`config.mk`:
```
export PLATFORM = sky130hd
export DESIGN_NAME = nibble_bus_sequencer
export DESIGN_NICKNAME = d
export VERILOG_FILES = /design/src/rtl/nibble_bus_sequencer_pkg.sv /design/src/rtl/nibble_bus_sequencer_ram.sv /design/src/rtl/nibble_bus_sequencer.sv
export SDC_FILE = /design/constraint.sdc
export NUM_CORES = 1
export LEC_CHECK = 0
export CAP_MARGIN = 10
export CORE_ASPECT_RATIO = 0.9
export CORE_MARGIN = 3
export CORE_UTILIZATION = 30
export DETAILED_ROUTE_END_ITERATION = 7
export HOLD_SLACK_MARGIN = 0.08
export PLACE_DENSITY = 0.47
export SYNTH_ARGS = -nofsm -noshare
export SYNTH_HDL_FRONTEND = slang
export SYNTH_SLANG_ARGS = --single-unit
```
`constraint.sdc`:
```
create_clock -name clk -period 8.8 [get_ports clk]
set_input_delay 1.32 -clock clk [delete_from_list [all_inputs] [get_ports clk]]
set_output_delay 1.32 -clock clk [all_outputs]
set_load 0.02 [all_outputs]
```
`src/rtl/nibble_bus_sequencer_pkg.sv`:
```
// Shared types and constants for the nibble bus sequencer.
// State encoding, memory geometry and CPU bus bit positions.
package nibble_bus_sequencer_pkg;

  typedef enum logic [1:0] {
    ST_LOAD  = 2'd0,
    ST_RUN   = 2'd1,
    ST_DRAIN = 2'd2
  } seq_state_e;

  localparam int AW       = 6;
  localparam int DW       = 4;
  localparam int DEPTH    = 64;
  localparam int WCYC_BIT = 6;
  localparam int BUS_W    = 7;

endpackage

```
`src/rtl/nibble_bus_sequencer_ram.sv`:
```
// 64x4 nibble store: flops with async clear,
// one write port and two combinational read ports.
module nibble_ram64x4
  import nibble_bus_sequencer_pkg::*;
(
  input  logic          clk,
  input  logic          rst_p,
  input  logic          we,
  input  logic [AW-1:0] waddr,
  input  logic [DW-1:0] wdata,
  input  logic [AW-1:0] raddr_a,
  output logic [DW-1:0] rdata_a,
  input  logic [AW-1:0] raddr_b,
  output logic [DW-1:0] rdata_b
);

  logic [DW-1:0] mem_q [DEPTH];
  logic [DW-1:0] mem_d [DEPTH];

  always_comb begin
    mem_d = mem_q;
    if (we) mem_d[waddr] = wdata;
  end

  always_ff @(posedge clk or posedge rst_p) begin
    if (rst_p) begin
      for (int i = 0; i < DEPTH; i++) mem_q[i] <= '0;
    end else begin
      mem_q <= mem_d;
    end
  end

  assign rdata_a = mem_q[raddr_a];
  assign rdata_b = mem_q[raddr_b];

endmodule

```
`src/rtl/nibble_bus_sequencer.sv`:
```
// LOAD/RUN/DRAIN sequencer for the 4-bit CPU: owns the nibble
// memory, the host req/ack port and the CPU run budget.
module nibble_bus_sequencer
  import nibble_bus_sequencer_pkg::*;
#(
  parameter int RUN_CYCLES = 200,
  parameter int CNT_W      = 8
) (
  input  logic             clk,
  input  logic             rst_p,
  input  logic [BUS_W-1:0] cpu_bus,
  output logic [DW-1:0]    cpu_data,
  output logic             cpu_rst,
  input  logic             host_req,
  input  logic             host_we,
  input  logic [AW-1:0]    host_addr,
  input  logic [DW-1:0]    host_wdata,
  output logic             host_ack,
  output logic [DW-1:0]    host_rdata,
  input  logic             start,
  input  logic             stop,
  output logic             busy,
  output logic             done
);

  seq_state_e state_q, state_d;
  logic [CNT_W-1:0] cnt_q, cnt_d;
  logic             wr_phase_q, wr_phase_d;
  logic [AW-1:0]    waddr_q, waddr_d;
  logic             cpu_rst_q, cpu_rst_d;
  logic             done_q, done_d;
  logic             host_ack_q, host_ack_d;
  logic [DW-1:0]    host_rdata_q, host_rdata_d;

  logic          wcyc;
  logic          addr_phase;
  logic          run_end;
  logic          start_ok;
  logic          host_acc;
  logic          cpu_wr;
  logic          ram_we;
  logic [AW-1:0] ram_waddr;
  logic [DW-1:0] ram_wdata;
  logic [DW-1:0] host_rd;

  assign wcyc       = cpu_bus[WCYC_BIT];
  assign addr_phase = wcyc && !wr_phase_q;
  assign run_end    = (cnt_q == CNT_W'(1)) || stop;
  assign start_ok   = start && !host_req && !host_ack_q;
  assign host_acc   = (state_q == ST_LOAD) && host_req && !host_ack_q;
  assign cpu_wr     = (state_q != ST_LOAD) && wr_phase_q && wcyc;

  // Host and CPU never write in the same state, so a simple mux suffices.
  assign ram_we    = (host_acc && host_we) || cpu_wr;
  assign ram_waddr = cpu_wr ? waddr_q : host_addr;
  assign ram_wdata = cpu_wr ? cpu_bus[DW-1:0] : host_wdata;

  nibble_ram64x4 u_ram (
    .clk     (clk),
    .rst_p   (rst_p),
    .we      (ram_we),
    .waddr   (ram_waddr),
    .wdata   (ram_wdata),
    .raddr_a (cpu_bus[AW-1:0]),
    .rdata_a (cpu_data),
    .raddr_b (host_addr),
    .rdata_b (host_rd)
  );

  always_ff @(posedge clk or posedge rst_p) begin
    if (rst_p) begin
      state_q      <= ST_LOAD;
      cnt_q        <= '0;
      wr_phase_q   <= 1'b0;
      waddr_q      <= '0;
      cpu_rst_q    <= 1'b1;
      done_q       <= 1'b0;
      host_ack_q   <= 1'b0;
      host_rdata_q <= '0;
    end else begin
      state_q      <= state_d;
      cnt_q        <= cnt_d;
      wr_phase_q   <= wr_phase_d;
      waddr_q      <= waddr_d;
      cpu_rst_q    <= cpu_rst_d;
      done_q       <= done_d;
      host_ack_q   <= host_ack_d;
      host_rdata_q <= host_rdata_d;
    end
  end

  always_comb begin
    state_d = state_q;
    unique case (state_q)
      ST_LOAD:  if (start_ok) state_d = ST_RUN;
      ST_RUN: begin
        if (run_end) state_d = addr_phase ? ST_DRAIN : ST_LOAD;
      end
      ST_DRAIN: state_d = ST_LOAD;
      default:  state_d = ST_LOAD;
    endcase
  end

  always_comb begin
    cnt_d        = cnt_q;
    wr_phase_d   = 1'b0;
    waddr_d      = waddr_q;
    host_ack_d   = host_acc;
    host_rdata_d = host_rdata_q;
    cpu_rst_d    = (state_d == ST_LOAD);
    done_d       = (state_q != ST_LOAD) && (state_d == ST_LOAD);
    if (host_acc && !host_we) host_rdata_d = host_rd;
    unique case (1'b1)
      (state_q == ST_LOAD): begin
        if (start_ok) cnt_d = CNT_W'(RUN_CYCLES);
      end
      (state_q == ST_RUN): begin
        cnt_d = cnt_q - CNT_W'(1);
        if (addr_phase) begin
          wr_phase_d = 1'b1;
          waddr_d    = cpu_bus[AW-1:0];
        end
      end
      default: ;
    endcase
  end

  assign cpu_rst    = cpu_rst_q;
  assign done       = done_q;
  assign host_ack   = host_ack_q;
  assign host_rdata = host_rdata_q;
  assign busy       = (state_q != ST_LOAD);

endmodule
```
; ---- Word level (Yosys, flattened, before mapping)
; Index checks and enable logic that the tools add are counted.
[op_classes]
n_addsub = 1
multipliers = 0
bitwise = 3
div_mod_pow = 0
reduce_logical = 23
n_lt_le_gt_ge = 4
shifts = 0
mux = 19
eq_ne = 3
[ops]
columns = operator, count
row1 = $bwmux 256, 1
row2 = $bmux 4 s6, 2
row3 = $demux 4 s6, 1
row4 = $mux 4, 6
row5 = $ge 7x7->1 const B, 3
row6 = $not 6->7, 3
row7 = $pmux 8 s2, 1
row8 = $logic_and 1x1->1, 11
row9 = $eq 8x1->1 const B, 1
row10 = $mux 8, 1
row11 = $sub 8x1->8 const B, 1
row12 = $lt 7x1->1 const B, 1
row13 = $mux 2, 3
row14 = $mux 6, 1
row15 = $logic_not 1->1, 4
row16 = $logic_not 2->1, 2
row17 = $pmux 2 s2, 1
row18 = $reduce_and 2->1, 2
row19 = $reduce_bool 2->1, 2
row20 = $eq 2x1->1 const B, 1
row21 = $logic_or 1x1->1, 2
row22 = $mux 1, 2
row23 = $ne 2x2->1 const B, 1
[totals]
elab_cells = 125
memories = 0
romBits = 0
latchBits = 0
out_inout_bits = 12
ramBits = 0
in_bits = 23
regBits = 280

; ---- Longest topological paths before layout
; Gate-level depths: netlist (run 1).
[logic_depth]
depth_word = 10
ltp_mapped = 8
mapped_depth_nobuf = 6

; ---- By module
; Synthesis (run 1) repeated with hierarchy kept, for this count alone.
[hier_totals]
hier_cells = 1071
hier_area_um2 = 15234.6
[by_module_without_submodules]
columns = mod, seq_area_each_um2, area_each_um2, n_inst, cells_per_inst
row1 = nibble_ram64x4, 6406.1, 14033.5, 1, 972
row2 = nibble_bus_sequencer, 601.8, 1201.2, 1, 99

; ---- Worst setup path before layout (run 1)
; No wires, ideal clock.
[synth_timing]
path_type = input -> output
from = in cpu_bus[0]
to = out cpu_data[2]
path_buffers = 2
arrival_ns = 2.920
cell_stages = 6
slack_ns = 4.560
t_required_ns = 7.480
path_cell_list = buf_2 -> buf_2 -> mux4_2 -> o22ai_1 -> nor4_1 -> mux2_2
[synth_between]
elab_chain_len = 4
[synth_rtl]
columns = item, line_no
row1 = "start, declared", nibble_bus_sequencer.sv:11  ; input logic [BUS_W-1:0] cpu_bus,
row2 = $not 6->7 (not written as such), nibble_bus_sequencer_ram.sv:33  ; assign rdata_a = mem_q[raddr_a];
row3 = $bmux 4 s6, nibble_bus_sequencer_ram.sv:33
row4 = $mux 4 (not written as such) (2 in a row), nibble_bus_sequencer_ram.sv:33
row5 = "end, declared", nibble_bus_sequencer.sv:12  ; output logic [DW-1:0] cpu_data,
; Every way passes these cells. The select of a mux whose other input is x is not followed.

; ---- Final worst setup path (run 1)
[layout_timing]
from = in cpu_bus[1]
to = out cpu_data[2]
; The elaborated chain is that of the path after synthesis.

==> metrics.txt, run 1 <==
fillers 4,818; PD cells 207.7 mW/mm^2; Hold Startpoint u_ram.mem_q[119]$_DFFE_PP0P_; RR Startpoint state_q[0]$_DFF_PP0_; outcome completed; initial antenna violation count 0; main area contributors after synthesis dfrtp_1 46%, mux2_2 23%, mux4_2 15%, o22ai_1 2.5%, mux2_1 1.5%; vias 9,881; latest clock arrival within the worst-skew pair between 500 and 600 ps; Max-Cap Viols 0; CTS Hold Bufs 0; cell area after synthesis 0.01529 mm^2; Worst-Margin Slew 1059 ps; YS warnings 0; Reg clk slew, reported paths 60 ps; Worst setup EP type output port; final hold slack 523.0 ps; drt first pass iters 5; P_leak 7.660 nW; fmax 174.5 MHz; maximum clock path buffer count 3; setup repair after global routing missed its margin no; HP Class register to register; share of synthesized registers carrying an async set or reset 100.0%; Data required, critical path 7480 ps; Overall Global Routing Usage 17.78%; H-tree depth 2; first-pass GRT wire length 71,330 um; setup TNS 0 ps; post-layout util 35.17%; share of cells above drive strength 1 47.18%; vias in the first global route 10,440; GRT Residual Overflow 0; Tmin final between 5000 and 6000 ps; num rows 77; Critical Path Start Type input port; Slew headroom 29.38%; main flop type after synthesis dfrtp_1; Top Ports 35; largest net degree at the start of global routing 76; Die Wd 244.0 um; crit-path max FO 43; Layout Skew approximately 17 ps; Avg Synthesized Cell Area roughly 14 um^2; ANT nets after route 0; nets@finish 1,135; Syn Inst Count 1,099; EDFF count, synth 0; Via-to-Cell Ratio 5.468; CTS tree yes; core area approximately 0.05 mm^2; clock root cell clkbuf_16; Final Total Pwr 3.631 mW; area grow syn2layout 14.34%; top-area cell type share of the netlist area 45.66%; DRC viols 0; CP Class input port to output port; synthesized flop and latch total 280; final-report hold violation count 0; die area approximately 0.054 mm^2; die height 220.2 um; Placer Congestion 0.8551; per-cell routed wire length 26.09 um; Slew Limit Fails 0; crit path from cpu_bus[1]; cts bufs inserted 34; post-synthesis sequential area ratio 45.83%; Ant. Diodes 0; PortBufs 34; 1st-iter DRT viols 701; cell taking the most area after synthesis dfrtp_1; DRT Wirelength ~47,000 um; final-report setup violation count 0; HPWL after DPL about 32,000 um; Post-CTS Setup Inserts 0; CTS sink cnt 280; Starting Density around 31%; Post-CTS Resized 0; fin crit share 65.13%; Max IR drop VDD 130.9 uV; CP arrival 4410 ps; syn_nets 1,124; distinct cell type count after synthesis 56
[cells in the final DEF, fill, tap and decap left out, drive strengths merged, types with 8 or more instances in the layout]
master         instances
mux2                 326
dfrtp                279
mux4                  99
o22ai                 61
nor2                  60
clkbuf                51
nand2                 46
clkdlybuf4s50         30
nor3                  19
nor4                  15
buf                   15
o21ai                 14
mux2i                 13
nand2b                13
inv                    8
[final cells by class]
cell class / instances / area [um^2] / share of cell area (%)
inverter: 9 / 37.54 / 0.2147
tap: 671 / 839.6 / 4.802
multi-input combinational: 740 / 7970 / 45.59
clock buffer: 51 / 1079 / 6.169
timing repair buffer: 45 / 407.9 / 2.333
clock inverter: 11 / 141.4 / 0.8087
sequential: 280 / 7008 / 40.08
[final timing paths]
path | end | depth (start not counted) | slack, ps
max in group asynchronous | u_ram.mem_q[19]$_DFFE_PP0P_ | 4 | 5510
max reg2reg | u_ram.mem_q[162]$_DFFE_PP0P_ | 5 | 5410
max | cpu_data[2] | 8 | 3070
min reg2reg | u_ram.mem_q[119]$_DFFE_PP0P_ | 1 | 520
min in group asynchronous | state_q[0]$_DFF_PP0_ | 2 | 1180
min | u_ram.mem_q[119]$_DFFE_PP0P_ | 1 | 520
[per-stage QoR]
| step | instance area [um^2] | setup WS, ps | std cells |
|---|---|---|---|
| final | 17480 | 3068 | 1807 |
| after global routing | 17480 | 2857 | 1807 |
| after CTS | 17480 | 3000 | 1807 |
| after detailed placement | 16260 | 2994 | 1745 |
| after global placement | 16260 | 3033 | 1745 |
| after floorplan | 15290 | 3774 | 1099 |
[cell usage after synthesis (3+ instances only)]
| cell type | n |
|---|---|
| nor4_1 | 15 |
| a21oi_1 | 3 |
| mux2_1 | 20 |
| mux4_2 | 99 |
| buf_2 | 16 |
| a211oi_1 | 4 |
| nand2_1 | 46 |
| nor2b_1 | 5 |
| nor2_2 | 26 |
| buf_1 | 8 |
| o21ai_0 | 10 |
| a22o_1 | 4 |
| clkbuf_1 | 45 |
| nor2_4 | 7 |
| or3_1 | 3 |
| mux2i_1 | 12 |
| nor2_1 | 27 |
| nand3b_1 | 6 |
| and2_1 | 4 |
| o21ai_4 | 3 |
| nor3_1 | 17 |
| o22ai_1 | 61 |
| mux2_2 | 306 |
| a22oi_1 | 5 |
| o31ai_1 | 4 |
| inv_1 | 9 |
| nand3_1 | 3 |
| nand2b_4 | 3 |
| nand2b_1 | 10 |
| xnor2_1 | 3 |
| dfrtp_1 | 279 |
[state kept, by name (all words and copies together), names as in the netlist]
register	count
cnt_q	8
cpu_rst	1
done	1
host_ack	1
host_rdata	4
state_q	2
u_ram.mem_q	256
waddr_q	6
wr_phase_q	1
[where the power goes]
group	leakage [nW]	internal, mW	switching (mW)
Clock	0.595	0.938	0.584
Sequential	3.81	1.43	0.128
Combinational	3.25	0.274	0.277
[logic make-up (layout without fill, tap and decap cells)]
group,Yosys count,in the layout,synth area share (%)
buf+inv,79,116,2.095
xor+xnor,5,5,0.2864
flops,280,280,45.83
mux,438,438,39.46
simple gates,191,191,7.307
compound gates,104,104,4.852
fa+ha+maj,2,2,0.1636
[critical path, stage by stage]
cell and delay, ps:
buf_2 80, buf_4 560, buf_4 460, mux4_2 290, o22ai_1 90, nor4_1 670
mux2_2 300, clkdlybuf4s50_1 600
[routing by layer]
| metal | wire length [um] | vias to the layer above | share of wire (%) | track usage, % |
|---|---|---|---|---|
| li1 | - | 4245 | - | - |
| met1 | 22530 | 5280 | 48 | 25.61 |
| met2 | 20300 | 275 | 43 | 26.53 |
| met3 | 3120 | 79 | 6.6 | 4.532 |
| met4 | 1144 | 2 | 2.4 | 4.889 |
| met5 | 42 | - | 0.089 | 0.6239 |
Note: power is estimated with default switching activity, not from simulation.
==> run 2: changes to the inputs <==
--- a/config.mk
+++ b/config.mk
@@ -11,7 +11,7 @@
 export CORE_UTILIZATION = 30
 export DETAILED_ROUTE_END_ITERATION = 7
 export HOLD_SLACK_MARGIN = 0.08
-export PLACE_DENSITY = 0.47
+export PLACE_DENSITY = 0.45
 export SYNTH_ARGS = -nofsm -noshare
 export SYNTH_HDL_FRONTEND = slang
 export SYNTH_SLANG_ARGS = --single-unit
==> constraint.sdc (replaced) <==
create_clock -name clk -period 5.91 [get_ports clk]
set_input_delay 0.8865 -clock clk [delete_from_list [all_inputs] [get_ports clk]]
set_output_delay 0.8865 -clock clk [all_outputs]
set_load 0.02 [all_outputs]
==> metrics.txt, run 2 (synthesis gave the netlist of run 1 again) <==
final-report hold violation count 0; core area 0.04971 mm^2; most frequent cells in the layout 302 x mux2_2, 279 x dfrtp_1, 99 x mux4_2, 61 x o22ai_1, 46 x nand2_1; CP arrival 3760 ps; Largest register FFs 256; GR peak layer met1; maximum clock path buffer count 3; num rows 77; CTS tree yes; largest stage delay on the critical path 680 ps; setup repair after global routing missed its margin no; CP Class input port to output port; nets@finish approximately 1,100; Worst-Margin Slew about 1200 ps; PD cells 303.0 mW/mm^2; DRC viols 0; Via-to-Cell Ratio 5.518; Post-CTS Resized 0; largest register by flop count u_ram.mem_q; Finished Layout Cells 1,806; Placer Congestion 0.8309; Reg clk slew, reported paths 60 ps; drt first pass iters 5; Slew headroom 20.62%; die height 220.2 um; Slew Limit Fails 0; CTS sink cnt 280; P_leak between 7 and 8 nW; final-report setup violation count 0; per-cell routed wire length 26.97 um; largest net degree at the start of global routing 137; Crit path max-delay family buffers and inverters; clock root cell clkbuf_16; Tmin final 4646 ps; CP max-delay cell clkdlybuf4s50_1; Overall Global Routing Usage 18.26%; most common cell after layout, fill and taps aside mux2_2; Data required, critical path 5020 ps; most used cell, CP clkdlybuf4s50_1; Top Registers u_ram.mem_q (256), cnt_q (8), waddr_q (6); first-pass GRT wire length 72,350 um; Max IR drop VDD 150.1 uV; GRT Residual Overflow 0; Starting Density a little under a third; latest clock arrival within the worst-skew pair 520 ps; cts bufs inserted 34; 1st-iter DRT viols 700; Buf/Inv on CP 2; crit-path max FO 10; Top Ports 35; PortBufs 34; M2 GR Usage 27.24%; CTS Hold Bufs 0; HPWL after DPL around 33,000 um; Post-CTS Setup Inserts 0; Critical Path Start Type input port; fin crit share between 70% and 80%; H-tree depth 2; ANT nets after route 0; DRT Wirelength 48,720 um; area grow syn2layout 14.13%; grt met1 use between 20% and 30%; vias between 9,000 and 10,000; Worst setup EP type output port; Max-Cap Viols 0; outcome completed; setup TNS 0 ps; share of cells above drive strength 1 46.78%; CP cell instances clkdlybuf4s50_1 > nor2_1 > nand2_1 > o22ai_1 > nor4_1 > mux2_2 > clkdlybuf4s50_1; Layout Skew approximately 23 ps; fmax 215.3 MHz; Ant. Diodes 0; initial antenna violation count 0; placed cell count ~1,700; vias in the first global route 10,180; met3 GRT Util ~3.1%; post-layout util 35.11%; HP Class register to register; die area 0.05372 mm^2; Die Wd roughly 240 um
## run 2: path summary, 6_finish.rpt
path / from / endpoint / slack [ps] / depth (start not counted)
min in group asynchronous: rst_p / cnt_q[6]$_DFFE_PP0P_ / 710 / 2
worst max-delay path: cpu_bus[2] / cpu_data[1] / 1260 / 7
worst min register to register: u_ram.mem_q[58]$_DFFE_PP0P_ / u_ram.mem_q[58]$_DFFE_PP0P_ / 520 / 1
worst min-delay path: u_ram.mem_q[58]$_DFFE_PP0P_ / u_ram.mem_q[58]$_DFFE_PP0P_ / 520 / 1
worst max register to register: state_q[0]$_DFF_PP0_ / u_ram.mem_q[229]$_DFFE_PP0P_ / 2550 / 6
max in group asynchronous: rst_p / u_ram.mem_q[131]$_DFFE_PP0P_ / 3650 / 4
## run 2: layout make-up
type                       instances  area [um^2]
fill                            4842        32260
inverter                           9        37.54
clock buffer                      51         1016
sequential                       280         7008
clock inverter                     8        100.1
timing repair buffer              47        473.0
tap                              671        839.6
multi-input combinational        740         7978
## run 2: worst register-to-register path, delay by kind of cell, from the launching register on
family                 cells  cell delay (ps)
muxes                      2             1190
and+or+nand+nor            2              880
DFF                        1              470
AOI/OAI and AO/OA          1              390
buffers and inverters      1              340
## run 2: metrics by stage
step | worst slack (ps) | hold slack, ps | area [um^2] | power, mW
after floorplan | 1317 | 470.1 | 15290 | 2.877
after global placement | 1289 | 503.6 | 16340 | 3.191
after detailed placement | 1294 | 505.5 | 16340 | 3.200
after CTS | 1290 | 519.0 | 17450 | 5.339
after global routing | 1263 | 532.5 | 17450 | 5.520
final | 1264 | 516.2 | 17450 | 5.287
## run 2: routing by layer
| metal | up-vias | part of all wire [%] |
|---|---|---|
| met3 | 49 | 5.5 |
| met4 | 0 | 1.7 |
| met5 | - | 0 |
| met2 | 271 | 43 |
| met1 | 5394 | 49 |
| li1 | 4252 | - |
## run 2: power breakdown
group          internal [mW]  switching (mW)
combinational          0.413           0.427
clock                   1.28           0.840
sequential              2.13           0.201
total                   3.82            1.47
